--- src/rtl/srlatch_writer_pkg.sv ---
// Shared definitions for the SR-latch writer: FSM states, default timing
// and the width of the phase counter.
package srl_pkg;

  typedef enum logic [1:0] {
    ST_IDLE   = 2'd0,
    ST_PULSE  = 2'd1,
    ST_SETTLE = 2'd2,
    ST_CHECK  = 2'd3
  } srl_state_e;

  localparam int CNT_W          = 4;
  localparam int DEF_PULSE_CYC  = 2;
  localparam int DEF_SETTLE_CYC = 3;
  localparam int SYNC_DEPTH     = 2;

  // A phase lasting cyc cycles is loaded with cyc-1 and left when the count hits 0.
  function automatic logic [CNT_W-1:0] cyc_load(input int cyc);
    return CNT_W'(cyc - 1);
  endfunction

endpackage

--- src/rtl/srlatch_writer_cyc_counter.sv ---
// Loadable down-counter that stops at zero; times every FSM phase.
module cyc_counter
  import srl_pkg::*;
(
  input  logic             clk,
  input  logic             rst,
  input  logic             load_i,
  input  logic [CNT_W-1:0] load_val_i,
  output logic             zero_o
);

  logic [CNT_W-1:0] cnt_q;
  logic [CNT_W-1:0] cnt_d;

  always_comb begin
    cnt_d = cnt_q;
    if (load_i) begin
      cnt_d = load_val_i;
    end else if (cnt_q != '0) begin
      cnt_d = cnt_q - CNT_W'(1);
    end
  end

  always_ff @(posedge clk) begin
    if (rst) begin
      cnt_q <= '0;
    end else begin
      cnt_q <= cnt_d;
    end
  end

  assign zero_o = (cnt_q == '0);

endmodule

--- src/rtl/srlatch_writer.sv ---
// Drives active-low set/reset strobes into a bank of NAND SR latches, waits
// for them to settle, reads them back through a synchroniser and flags errors.
module srlatch_writer
  import srl_pkg::*;
#(
  parameter int N          = 8,
  parameter int PULSE_CYC  = DEF_PULSE_CYC,
  parameter int SETTLE_CYC = DEF_SETTLE_CYC
) (
  input  logic         clk,
  input  logic         reset,
  input  logic         req_valid,
  output logic         req_ready,
  input  logic [N-1:0] req_mask,
  input  logic [N-1:0] req_data,
  output logic [N-1:0] ns,
  output logic [N-1:0] nr,
  input  logic [N-1:0] q_fb,
  output logic         done,
  output logic         err,
  output logic [N-1:0] err_bits
);

  localparam logic [CNT_W-1:0] PULSE_LD  = cyc_load(PULSE_CYC);
  localparam logic [CNT_W-1:0] SETTLE_LD = cyc_load(SETTLE_CYC);
  localparam logic [CNT_W-1:0] CHECK_LD  = cyc_load(SYNC_DEPTH);

  srl_state_e   state_q;
  logic [N-1:0] mask_q;
  logic [N-1:0] data_q;
  logic [N-1:0] ns_q;
  logic [N-1:0] nr_q;
  logic [N-1:0] sync1_q;
  logic [N-1:0] sync2_q;
  logic [N-1:0] err_bits_q;
  logic         done_q;
  logic         err_q;

  logic             ld_en;
  logic [CNT_W-1:0] ld_val;
  logic             cnt_zero;
  logic [N-1:0]     chk_bits;

  // Counter loads coincide with the state transition so each phase starts full.
  always_comb begin
    ld_en  = 1'b0;
    ld_val = '0;
    unique case (state_q)
      ST_IDLE: begin
        if (req_valid) begin
          ld_en  = 1'b1;
          ld_val = (req_mask == '0) ? CHECK_LD : PULSE_LD;
        end
      end
      ST_PULSE: begin
        if (cnt_zero) begin
          ld_en  = 1'b1;
          ld_val = (SETTLE_CYC == 0) ? CHECK_LD : SETTLE_LD;
        end
      end
      ST_SETTLE: begin
        if (cnt_zero) begin
          ld_en  = 1'b1;
          ld_val = CHECK_LD;
        end
      end
      default: begin
        ld_en  = 1'b0;
        ld_val = '0;
      end
    endcase
  end

  cyc_counter u_cyc_counter (
    .clk        (clk),
    .rst        (reset),
    .load_i     (ld_en),
    .load_val_i (ld_val),
    .zero_o     (cnt_zero)
  );

  always_ff @(posedge clk) begin
    if (reset) begin
      sync1_q <= '0;
      sync2_q <= '0;
    end else begin
      sync1_q <= q_fb;
      sync2_q <= sync1_q;
    end
  end

  always_ff @(posedge clk) begin
    if (state_q == ST_IDLE && req_valid) begin
      mask_q <= req_mask;
      data_q <= req_data;
    end
  end

  assign chk_bits = mask_q & (sync2_q ^ data_q);

  // Strobes are built from a masked set/clear split, so ns and nr can never both be low.
  always_ff @(posedge clk) begin
    if (reset) begin
      state_q    <= ST_IDLE;
      ns_q       <= '1;
      nr_q       <= '1;
      done_q     <= 1'b0;
      err_q      <= 1'b0;
      err_bits_q <= '0;
    end else begin
      done_q <= 1'b0;
      unique case (state_q)
        ST_IDLE: begin
          if (req_valid) begin
            if (req_mask == '0) begin
              state_q <= ST_CHECK;
            end else begin
              state_q <= ST_PULSE;
              ns_q    <= ~(req_mask & req_data);
              nr_q    <= ~(req_mask & ~req_data);
            end
          end
        end
        ST_PULSE: begin
          if (cnt_zero) begin
            ns_q    <= '1;
            nr_q    <= '1;
            state_q <= (SETTLE_CYC == 0) ? ST_CHECK : ST_SETTLE;
          end
        end
        ST_SETTLE: begin
          if (cnt_zero) begin
            state_q <= ST_CHECK;
          end
        end
        ST_CHECK: begin
          if (cnt_zero) begin
            done_q     <= 1'b1;
            err_bits_q <= chk_bits;
            err_q      <= |chk_bits;
            state_q    <= ST_IDLE;
          end
        end
        default: begin
          state_q <= ST_IDLE;
        end
      endcase
    end
  end

  assign req_ready = (state_q == ST_IDLE);
  assign ns        = ns_q;
  assign nr        = nr_q;
  assign done      = done_q;
  assign err       = err_q;
  assign err_bits  = err_bits_q;

endmodule

--- config.mk ---
export PLATFORM = sky130hd
export DESIGN_NAME = srlatch_writer
export DESIGN_NICKNAME = d
export VERILOG_FILES = /design/src/rtl/srlatch_writer_pkg.sv /design/src/rtl/srlatch_writer_cyc_counter.sv /design/src/rtl/srlatch_writer.sv
export SDC_FILE = /design/constraint.sdc
export NUM_CORES = 1
export LEC_CHECK = 0
export BUFFER_PORTS_ARGS = -buffer_cell sky130_fd_sc_hd__buf_4
export CAP_MARGIN = 25
export CORE_MARGIN = 1.5
export CORE_UTILIZATION = 48
export CTS_BUF_LIST = sky130_fd_sc_hd__clkbuf_16
export DETAILED_ROUTE_END_ITERATION = 7
export PLACE_DENSITY_LB_ADDON = 0.12
export REMOVE_ABC_BUFFERS = 1
export SLEW_MARGIN = 20
export SYNTH_ARGS = -nofsm -noshare
export SYNTH_HDL_FRONTEND = slang
export SYNTH_SLANG_ARGS = --single-unit
--- constraint.sdc ---
create_clock -name clk -period 1.85 [get_ports clk]
set_clock_uncertainty 0.15 [all_clocks]
set_input_delay 0.0925 -clock clk [delete_from_list [all_inputs] [get_ports clk]]
set_output_delay 0.0925 -clock clk [all_outputs]
set_load 0.01 [all_outputs]
==> Yosys cells after proc, flatten, opt, wreduce, memory -nomap -nowiden <==
Cells that the tools add are included.
{ "totals": {"register_bits": 64, "input_bits": 27, "out_inout_bits": 27, "word_cells": 63} }
{ "classes": {"n_addsub": 1, "eq_ne": 8, "n_mux": 22, "n_bitwise": 8, "reduce_logical": 13} }
{ "ops": {"columns": ["cell", "count"], "rows": [
  ["8-bit two-way mux", 5],
  ["8-bit one-hot mux with 2 select lines", 2],
  ["8-bit bitwise AND", 3],
  ["8-bit inverter", 3],
  ["2-bit two-way mux", 6],
  ["4-bit one-hot mux with 3 select lines", 1],
  ["2-bit != test, second input constant", 5],
  ["8-bit logical NOT", 1],
  ["4-bit two-way mux", 2],
  ["2-bit one-hot mux with 4 select lines", 1],
  ["4-bit AND reduction", 2],
  ["8-bit OR reduction", 1],
  ["8-bit bitwise XOR", 1],
  ["2-bit == test, second input constant", 2],
  ["4-bit logical NOT", 1],
  ["1-bit two-way mux", 4],
  ["2-bit nonzero test", 2],
  ["4-bit nonzero test", 1],
  ["2-bit OR reduction", 2],
  ["4-bit by 1-bit subtractor with 4-bit output, second input constant", 1],
  ["2-bit by 1-bit == test with 1-bit output, second input constant", 1],
  ["2-bit logical NOT", 1],
  ["1-bit one-hot mux with 2 select lines", 1],
  ["2-bit AND reduction", 1],
  ["2 further kinds", 2]
]} }

==> Logic depth before layout (Yosys ltp) <==
Gate-level depths: netlist (run 1).
{ "depth": {"ltp_word": 6, "depth_mapped": 7, "ltp_nobuf": 6} }

==> Modules after synthesis <==
Synthesis (run 1) repeated with hierarchy kept, for this count alone.
{ "unflattened": {"cells_unflattened": 233, "hier_area_um2": 2600.0} }
{ "modules_own_cells": {"columns": ["mod", "n_inst", "cells_per_inst", "area_each_um2", "seq_area_each_um2"], "rows": [
  ["srlatch_writer", 1, 209, 2371.0, 1361.3],
  ["cyc_counter", 1, 24, 229.0, 80.1]
]} }

==> Worst setup path after synthesis (run 1) <==
OpenSTA, ideal clock, no wires.
{ "synth_path": {"path_kind": "reg-to-reg", "start": "register u_cyc_counter.cnt_q[0]", "end": "register ns_q[0] (netlist: ns[0])", "setup_ns": 0.072, "arrival_ns": 1.652, "t_required_ns": 1.628, "setup_slack_ns": -0.024, "path_stages_with_launch": 8, "n_path_buf": 1, "period_less_slack_ns": 1.874, "path_cell_list": "dfxtp_1 inv_1 ha_1 nor3b_4 mux2i_2 a21oi_4 buf_8 mux2i_1"} }
{ "synth_between": {"elab_chain_cells": 3} }
{ "synth_rtl": {"columns": ["item", "line_no", "rtl"], "rows": [
  ["start, declared", "srlatch_writer_cyc_counter.sv:12", "logic [CNT_W-1:0] cnt_q;"],
  ["start signal, assigned", "srlatch_writer_cyc_counter.sv:28", "cnt_q <= cnt_d;"],
  ["4-bit logical NOT", "srlatch_writer_cyc_counter.sv:32", "assign zero_o = (cnt_q == '0);"],
  ["2-bit != test (no line)", null, null],
  ["4-bit AND reduction (no line)", null, null],
  ["end signal, assigned", "srlatch_writer.sv:119", "ns_q <= ~(req_mask & req_data);"],
  ["end, declared", "srlatch_writer.sv:31", "logic [N-1:0] ns_q;"]
]} }
Every way passes these cells.
A chain may end at the register's enable or synchronous reset.

==> Worst setup path in the final report (run 1) <==
{ "layout_path": {"start": "input port req_mask[1]", "end": "register ns_q[5] (netlist: ns[5])"} }
{ "layout_between": {"elab_chain_cells": 3} }
{ "layout_rtl": {"columns": ["item", "line_no", "rtl"], "rows": [
  ["start, declared", "srlatch_writer.sv:14", "input logic [N-1:0] req_mask,"],
  ["8-bit logical NOT", "srlatch_writer.sv:115", "if (req_mask == '0) begin"],
  ["2-bit != test (no line)", null, null],
  ["4-bit AND reduction (no line)", null, null]
]} }
Every way passes these cells.

==> results.cfg, run 1 <==
[worst_setup_path]
cp_cell_sequence = dlygate4sd3_1 > buf_4 > or4_4 > o21ai_4 > a21oi_4 > buf_12 > mux2i_1
r2r-end = nr[0]
critical_path_required_ns = 1.90
critPathCaptureType = flop
crit_slowest_cell = dlygate4sd3_1
reg2regPathDepth = 7
cp-start-kind = primary input
reg2reg_from = u_cyc_counter.cnt_q[0]
critPathTopFamily = buffers and inverters
crit_path_max_fanout = 16
path_buf_inv = 3
r2r_slack_ns = 0.09
arrival_ns = 1.84
worstSetupPathType = primary input to flop
critical-path-max-stage-delay_ns = 0.53

[detailed_routing]
route.vias.total = 1949
totalWireLength_um = 5320
vias_per_cell = 5.00
first_pass_iters = 4
drt_iter0_markers = 89
wl_per_cell_um = 13.6
postRouteAntennaNets = 0
drc_errors = 0

[power_and_ir_drop]
leakage_nw = 1.50
ir_drop_uv = 976
switching_share = 0.299
internal_power_mw = 3.55
switchingPower_mw = 1.52
pwr-share-seq = 0.357
clkPwrFrac = 0.331
power_mw = 5.06
p_per_area_nw_per_um2 = 1380
p_comb_frac = 0.312

[synth]
ys_seq_area_frac = 0.562
synth_cells = 228
synth.avg_cell_area_um2 = 11.2
synth_area_leaders = dfxtp_1, edfxtp_1, mux2i_1
ys_seq_elements = 64
synth.largest_area_cell = dfxtp_1
ys_types = 37
netlist.area_leader.share = 0.375
synth_area_um2 = 2560
synth_warnings = 0

[clock_network]
clock_path_buffers = 2
clk_latency_ns = 0.32
post-cts-setup-buffer-count = 0
cts.sinks = 64
cts_tree = yes
h-tree-depth = 3
numCtsBuffers = 9
clk_pin_slew_worst_paths_ns = 0.06
cts_root_buffer = clkbuf_16

[timing]
fin_ws_ns = 0.0521
setup_viol = 0
fin_tns_setup_ns = 0
fmaxAchievable_mhz = 556
relSlewSlack = 0.583
worst_pin_slew_ns = 0.625
drv_slew = 0
fin_crit_sh = 0.972
period_needed_ns = 1.80
hold_viol = 0

[place]
place_inst = 350
place_ws_ns = 0.0845
place_area_um2 = 3080
portBuffers = 53
routabilityCongestion = 0.746
dp_hpwl_um = 3400

[global_routing]
grt_use_total = 0.201
grt_start_max_net_pins = 64
grt-ovfl-total = 0
grt_pass1_wl_um = 8910
grt_pass1_vias = 1909
antenna_found_initial = 0

[finish]
fillers = 384
num_antenna_cells = 0
area_growth_pct = 42.9
final_cells = 390
nNetsFinal = 349
drive_gt1_frac = 0.278
design_area_um2 = 3660

[worst_hold_path]
min_path_cells = 3
hold_end = ns[6]
min-delay-start = req_mask[6]
hp-class = primary input to flop

[die]
dieArea_um2 = 5790
fp-row-count = 26
start_util = 0.499
die_w_um = 76.1
io_pins = 54
core_um2 = 5140
chipHeight_um = 76.1

[run]
maxCapViolCount = 0

[status]
status = finished clean
-- cell families (layout without fill, tap and decap cells) --
| group | Yosys count | count (layout) | share of synthesized area |
|---|---|---|---|
| muxes | 17 | 17 | 0.0678 |
| xor gates and xnor gates | 9 | 9 | 0.0307 |
| buffers and inverters | 18 | 110 | 0.0312 |
| adders and majority gates | 7 | 7 | 0.0342 |
| AOI/OAI and AO/OA | 27 | 27 | 0.0727 |
| DFF | 64 | 64 | 0.562 |
| and+or+nand+nor | 86 | 86 | 0.201 |
-- worst max path at each step --
stage | start | to | slack, ns | cells past startpoint
6_report | req_mask[1] | ns[5] | 0.05 | 7
5_1_grt | u_cyc_counter.cnt_q[0] | nr[0] | -0.005 | 7
4_1_cts | req_mask[4] | nr[0] | 0.01 | 7
3_5_place_dp | u_cyc_counter.cnt_q[0] | err_bits[0] | 0.08 | 7
3_3_place_gp | u_cyc_counter.cnt_q[1] | err_bits[3] | 0.12 | 7
2_1_floorplan | u_cyc_counter.cnt_q[0] | nr[0] | -0.09 | 6
-- worst min-delay path: stages --
cell,delay (ns)
buf_4,0.12
nor4bb_1,0.12
mux2i_1,0.11
-- area by class of cell --
class | instances | area [um2] | area share
clock buffers | 11 | 275 | 0.0751
repair buffers | 87 | 726 | 0.198
multi-input cells | 146 | 1070 | 0.293
clock inverters | 5 | 35.0 | 0.00956
well taps | 70 | 87.6 | 0.0239
flip-flops and latches | 64 | 1440 | 0.393
inverters | 7 | 26.3 | 0.00717
-- Yosys cell counts (all sizes together) --
cell type,count
nand3,9
inv,7
nor3b,1
a221oi,2
nor3,3
nand3b,1
or4,2
a22o,2
edfxtp,16
nor2,23
nand2,10
ha,7
nand2b,1
a211o,1
o21ai,1
buf,4
o21bai,1
xor2,8
nor2b,17
a311oi,1
a2bb2oi,1
or3,1
and2,1
nand4bb,1
a21oi,15
dfxtp,48
xnor2,1
nor4bb,8
nor4b,8
clkbuf,7
mux2i,17
a211oi,3
-- cell usage in the layout, fill, tap and decap left out, types with 2 or more instances in the layout --
cell / instances
a221oi_1: 2
nand3_1: 9
nor4bb_1: 8
or4_4: 2
inv_1: 7
dfxtp_1: 48
clkinv_4: 2
xor2_1: 8
mux2i_1: 16
nor2_1: 23
a22o_1: 2
ha_1: 6
nor4b_1: 8
dlygate4sd3_1: 24
buf_4: 62
a21oi_1: 13
nor2b_1: 17
edfxtp_1: 16
nor3_1: 2
clkbuf_16: 11
nand2_1: 10
a211oi_1: 3
-- timing repair --
item / in CTS / in global routing
hold buffers: 24 / 0
resized for setup: 0 / 7
endpoints found under the hold margin: 32 / 0
endpoints found under the setup margin: 0 / 24
-- metrics by stage --
| stage | hold slack [ns] | utilization |
|---|---|---|
| 4_1_cts | 0.000447 | 0.707 |
| 3_5_place_dp | 0.140 | 0.600 |
| 2_1_floorplan | 0.0116 | - |
| 3_3_place_gp | 0.140 | 0.600 |
| 6_report | 0.0130 | 0.713 |
| 5_1_grt | 0.0235 | 0.713 |
-- state kept, by name, indices dropped and copies added, names as in the netlist, 2 cells and up --
signal               flops
err_bits                 8
ns                       8
sync1_q                  8
data_q                   8
u_cyc_counter.cnt_q      4
nr                       8
mask_q                   8
state_q                  2
sync2_q                  8
-- metal layers --
| metal | wire (um) | vias up | share of wire | track usage |
|---|---|---|---|---|
| met3 | 217 | 6 | 0.041 | 0.0707 |
| met1 | 2500 | 910 | 0.47 | 0.248 |
| met2 | 2530 | 47 | 0.48 | 0.320 |
| li1 | - | 986 | - | - |
| met5 | 0 | - | 0 | 0 |
| met4 | 74 | 0 | 0.014 | 0.0889 |
-- power by group through the flow --
stage | combinational, mW | sequential, mW | clock, mW
floorplan | 0.868 | 1.86 | 0
global placement | 1.47 | 1.83 | 0
detailed placement | 1.49 | 1.83 | 0
CTS | 1.54 | 1.81 | 1.71
global route | 1.72 | 1.84 | 1.79
finish | 1.58 | 1.81 | 1.68
No activity file was read; power rests on OpenSTA's default activity.
==> run 2: changes to the inputs <==
--- a/config.mk
+++ b/config.mk
@@ -7,11 +7,11 @@
 export LEC_CHECK = 0
 export BUFFER_PORTS_ARGS = -buffer_cell sky130_fd_sc_hd__buf_4
 export CAP_MARGIN = 25
-export CORE_MARGIN = 1.5
+export CORE_MARGIN = 3
 export CORE_UTILIZATION = 48
 export CTS_BUF_LIST = sky130_fd_sc_hd__clkbuf_16
 export DETAILED_ROUTE_END_ITERATION = 7
-export PLACE_DENSITY_LB_ADDON = 0.12
+export PLACE_DENSITY = 0.81
 export REMOVE_ABC_BUFFERS = 1
 export SLEW_MARGIN = 20
 export SYNTH_ARGS = -nofsm -noshare
==> results.cfg, run 2 (same netlist as run 1, synthesis figures left out) <==
[die]
io_pins = 54
chipHeight_um = 79.1
fp-row-count = 25
start_util = 0.519
die_w_um = 79.1
core_um2 = 4940
dieArea_um2 = 6250

[worst_setup_path]
cp-start-kind = primary input
reg2reg_from = u_cyc_counter.cnt_q[0]
crit_path_start = req_mask[0]
arrival_ns = 1.85
critical_path_required_ns = 1.89
crit_path_max_fanout = 8
critPathCaptureType = flop
worstSetupPathType = primary input to flop

[detailed_routing]
totalWireLength_um = 5440
wl_per_cell_um = 14.1
vias_per_cell = 5.06
route.vias.total = 1947
drt_iter0_markers = 92
drc_errors = 0
postRouteAntennaNets = 0
first_pass_iters = 4

[finish]
area_growth_pct = 41.6
drive_gt1_frac = 0.277
nNetsFinal = 347
multi_input_area_um2 = 1070
final_cell_mix = buf_4, dfxtp_1, dlygate4sd3_1
seqCellArea_um2 = 1440
utilization = 0.735
mostFrequentLayoutCell = buf_4
num_antenna_cells = 0
fillers = 349

[timing]
relSlewSlack = 0.598
worst_pin_slew_ns = 0.603
fin_tns_setup_ns = 0
setup_viol = 0
fmaxAchievable_mhz = 552
hold_viol = 0
fin_crit_sh = 0.979
drv_slew = 0
fin_ws_ns = 0.0383
period_needed_ns = 1.81

[clock_network]
h-tree-depth = 3
cts.sinks = 64
clk_pin_slew_worst_paths_ns = 0.05
clock_path_buffers = 2
cts_root_buffer = clkbuf_16
clk_latency_ns = 0.32
cts_tree = yes
numCtsBuffers = 9

[power_and_ir_drop]
ir_drop_uv = 725
leakage_nw = 1.48
p_per_area_nw_per_um2 = 1370

[global_routing]
grt_pass1_vias = 1859
grt_use_total = 0.186
grt_pass1_wl_um = 8890
grt-ovfl-total = 0
grt_start_max_net_pins = 64
antenna_found_initial = 0

[place]
routabilityCongestion = 0.906
place_ws_ns = 0.0439
dp_hpwl_um = 3350
portBuffers = 53

[worst_hold_path]
min-delay-start = req_mask[6]
hp-class = primary input to flop

[run]
maxCapViolCount = 0

[status]
status = finished clean
-- run 2: changes by cell type in the layout (fill, tap and decap cells not counted), sizes merged --
cell / before / now
buf: 63 / 60
clkbuf: 11 / 10
clkinv: 4 / 7
inv: 8 / 7
-- run 2: final timing paths --
kind / cells past startpoint / slack (ns) / end
max: 7 / 0.04 / ns[1]
min: 3 / 0.03 / ns[6]
max reg2reg: 7 / 0.08 / ns[1]
min reg2reg: 1 / 0.29 / sync2_q[7]
-- run 2: stage by stage --
| step | power (mW) | std cells | hold WS (ns) | instance area, um2 |
|---|---|---|---|---|
| after global routing | 5.23 | 385 | 0.0453 | 3630 |
| after detailed placement | 3.28 | 342 | 0.142 | 3050 |
| after global placement | 3.26 | 342 | 0.140 | 3050 |
| final | 4.97 | 385 | 0.0309 | 3630 |
| after floorplan | 2.73 | 217 | 0.0116 | 2510 |
| after CTS | 4.81 | 382 | 0.0165 | 3560 |
-- run 2: cell type report --
class | count | share of cell area
Timing Repair Buffer | 85 | 0.204
Tap cell | 67 | 0.0231
Inverter | 7 | 0.00724
Clock inverter | 7 | 0.0107
Multi-Input combinational cell | 146 | 0.296
Sequential cell | 64 | 0.397
Clock buffer | 9 | 0.0620
-- run 2: metal layers --
metal	track usage	routed length, um	up-vias
li1	-	-	980
met3	0.0454	233	11
met2	0.290	2530	46
met4	0.112	138	0
met1	0.233	2540	910
met5	0	0	-
-- run 2: power breakdown --
group	leakage, nW	internal (mW)	switching [mW]
clock	0.132	0.889	0.576
sequential	0.545	1.69	0.139
combinational	0.802	0.869	0.814
total	1.48	3.44	1.53
-- run 2: worst max-delay path, stage by stage --
cell	delay (ns)
dlygate4sd3_1	0.54
buf_4	0.15
or4_4	0.49
o21ai_2	0.18
a21oi_4	0.10
clkbuf_16	0.18
mux2i_1	0.12
-- run 2: repair_timing --
action | CTS | global route
gates resized for setup | 0 | 10
setup endpoints to repair | 0 | 25
buffers inserted | 0 | 2
hold buffers | 24 | 0
hold endpoints to repair | 32 | 0
==> run 3: changes to the inputs <==
--- a/config.mk
+++ b/config.mk
@@ -8,10 +8,10 @@
 export BUFFER_PORTS_ARGS = -buffer_cell sky130_fd_sc_hd__buf_4
 export CAP_MARGIN = 25
 export CORE_MARGIN = 3
-export CORE_UTILIZATION = 48
+export CORE_UTILIZATION = 45
 export CTS_BUF_LIST = sky130_fd_sc_hd__clkbuf_16
 export DETAILED_ROUTE_END_ITERATION = 7
-export PLACE_DENSITY = 0.81
+export PLACE_DENSITY = 0.77
 export REMOVE_ABC_BUFFERS = 1
 export SLEW_MARGIN = 20
 export SYNTH_ARGS = -nofsm -noshare
==> results.cfg, run 3 (same netlist as run 1, synthesis figures left out) <==
[global_routing]
grt-ovfl-total = 0
antenna_found_initial = 0
grt_start_max_net_pins = 64
grt_pass1_vias = 1913
grt_pass1_wl_um = 8960
grt_use_total = 0.184

[run]
maxCapViolCount = 0

[finish]
mostFrequentLayoutCell = buf_4
nNetsFinal = 349
final_cell_mix = buf_4, dfxtp_1, dlygate4sd3_1
num_antenna_cells = 0
fillers = 394
area_growth_pct = 43.3
drive_gt1_frac = 0.294
design_area_um2 = 3670

[worst_setup_path]
arrival_ns = 1.91
critical-path-max-stage-delay_ns = 0.56
cp_cell_sequence = dlygate4sd3_1 > buf_4 > or4_4 > o21ai_2 > a21oi_4 > clkbuf_16 > mux2i_1
worstSetupPathType = primary input to flop
crit_path_max_fanout = 5
critPathCaptureType = flop
crit_slowest_cell = dlygate4sd3_1
critical_path_required_ns = 1.90
reg2regPathDepth = 7
cp-start-kind = primary input

[die]
io_pins = 54
fp-row-count = 26
start_util = 0.483
dieArea_um2 = 6640
die_w_um = 81.5
core_um2 = 5300
chipHeight_um = 81.5

[place]
place_area_um2 = 3080
portBuffers = 53
routabilityCongestion = 0.807
dp_hpwl_um = 3680
place_ws_ns = 0.0669

[worst_hold_path]
min_path_cells = 3
hp-class = primary input to flop

[timing]
fin_tns_setup_ns = -0.0198
fin_crit_sh = 1.00
fmaxAchievable_mhz = 538
grt_setup_unrepaired = yes
period_needed_ns = 1.86
fin_ws_ns = -0.00856
hold_viol = 0
setup_viol = 3
relSlewSlack = 0.592
fin_hold_ws_ns = 0.0214
worst_pin_slew_ns = 0.612
drv_slew = 0

[clock_network]
clk_pin_slew_worst_paths_ns = 0.06
clock_path_buffers = 2
cts.sinks = 64
cts_tree = yes
numCtsBuffers = 9
h-tree-depth = 3
clk_latency_ns = 0.33
cts_root_buffer = clkbuf_16

[power_and_ir_drop]
leakage_nw = 1.51
ir_drop_uv = 835
p_per_area_nw_per_um2 = 1400

[detailed_routing]
drc_errors = 0
wl_per_cell_um = 14.3
vias_per_cell = 4.92
route.vias.total = 1917
postRouteAntennaNets = 0
drt_iter0_markers = 123
totalWireLength_um = 5590
first_pass_iters = 4

[status]
status = complete, but fails checks
violations = negative setup slack
[run 3: cell types whose count changed in the layout (fill, tap and decap cells not counted), sizes merged]
cell	change
clkinv	-5
inv	+4
buf	+2
bufinv	+1
[run 3: per-stage QoR]
stage                     utilization  std cells  power [mW]
after floorplan                     -        217        2.73
after global placement          0.580        349        3.30
after detailed placement        0.580        349        3.32
after CTS                       0.680        389        4.98
after global routing            0.693        390        5.39
final                           0.693        390        5.13
[run 3: repair_timing]
action / in CTS / in global routing
gates resized for setup: 0 / 14
buffers inserted: 0 / 0
hold buffers: 24 / 0
endpoints found under the hold margin: 34 / 0
endpoints found under the setup margin: 0 / 24
[run 3: final cells by class]
type / count / area, um2 / share of cell area
flip-flops and latches: 64 / 1450 / 0.393
multi-input cells: 146 / 1080 / 0.294
repair buffers: 87 / 747 / 0.203
clock buffers: 9 / 225 / 0.0613
well taps: 70 / 87.6 / 0.0238
clock inverters: 7 / 62.6 / 0.0170
inverters: 7 / 26.3 / 0.00715
[run 3: critical path, delay by kind of cell]
kind,cells,cell delay (ns)
muxes,1,0.12
AOI/OAI and AO/OA,2,0.31
buffers and inverters,3,0.89
and+or+nand+nor,1,0.49
[run 3: path summary, 6_finish.rpt]
check | from | end | slack, ns
hold / removal | req_mask[6] | ns[6] | 0.02
hold reg to reg | sync1_q[3] | sync2_q[3] | 0.28
setup reg to reg | u_cyc_counter.cnt_q[1] | ns[0] | 0.02
setup / recovery | req_mask[4] | ns[0] | -0.009
[run 3: where the power goes]
| group | switching, mW | internal [mW] | leakage [nW] | total, mW |
|---|---|---|---|---|
| clock network | 0.582 | 1.03 | 0.153 | 1.61 |
| registers | 0.133 | 1.69 | 0.546 | 1.82 |
| logic | 0.814 | 0.883 | 0.811 | 1.70 |
[run 3: layer usage]
metal,share of wire,GRT usage
met1,0.45,0.230
met2,0.48,0.293
met3,0.048,0.0636
met4,0.016,0.0709
met5,0,0
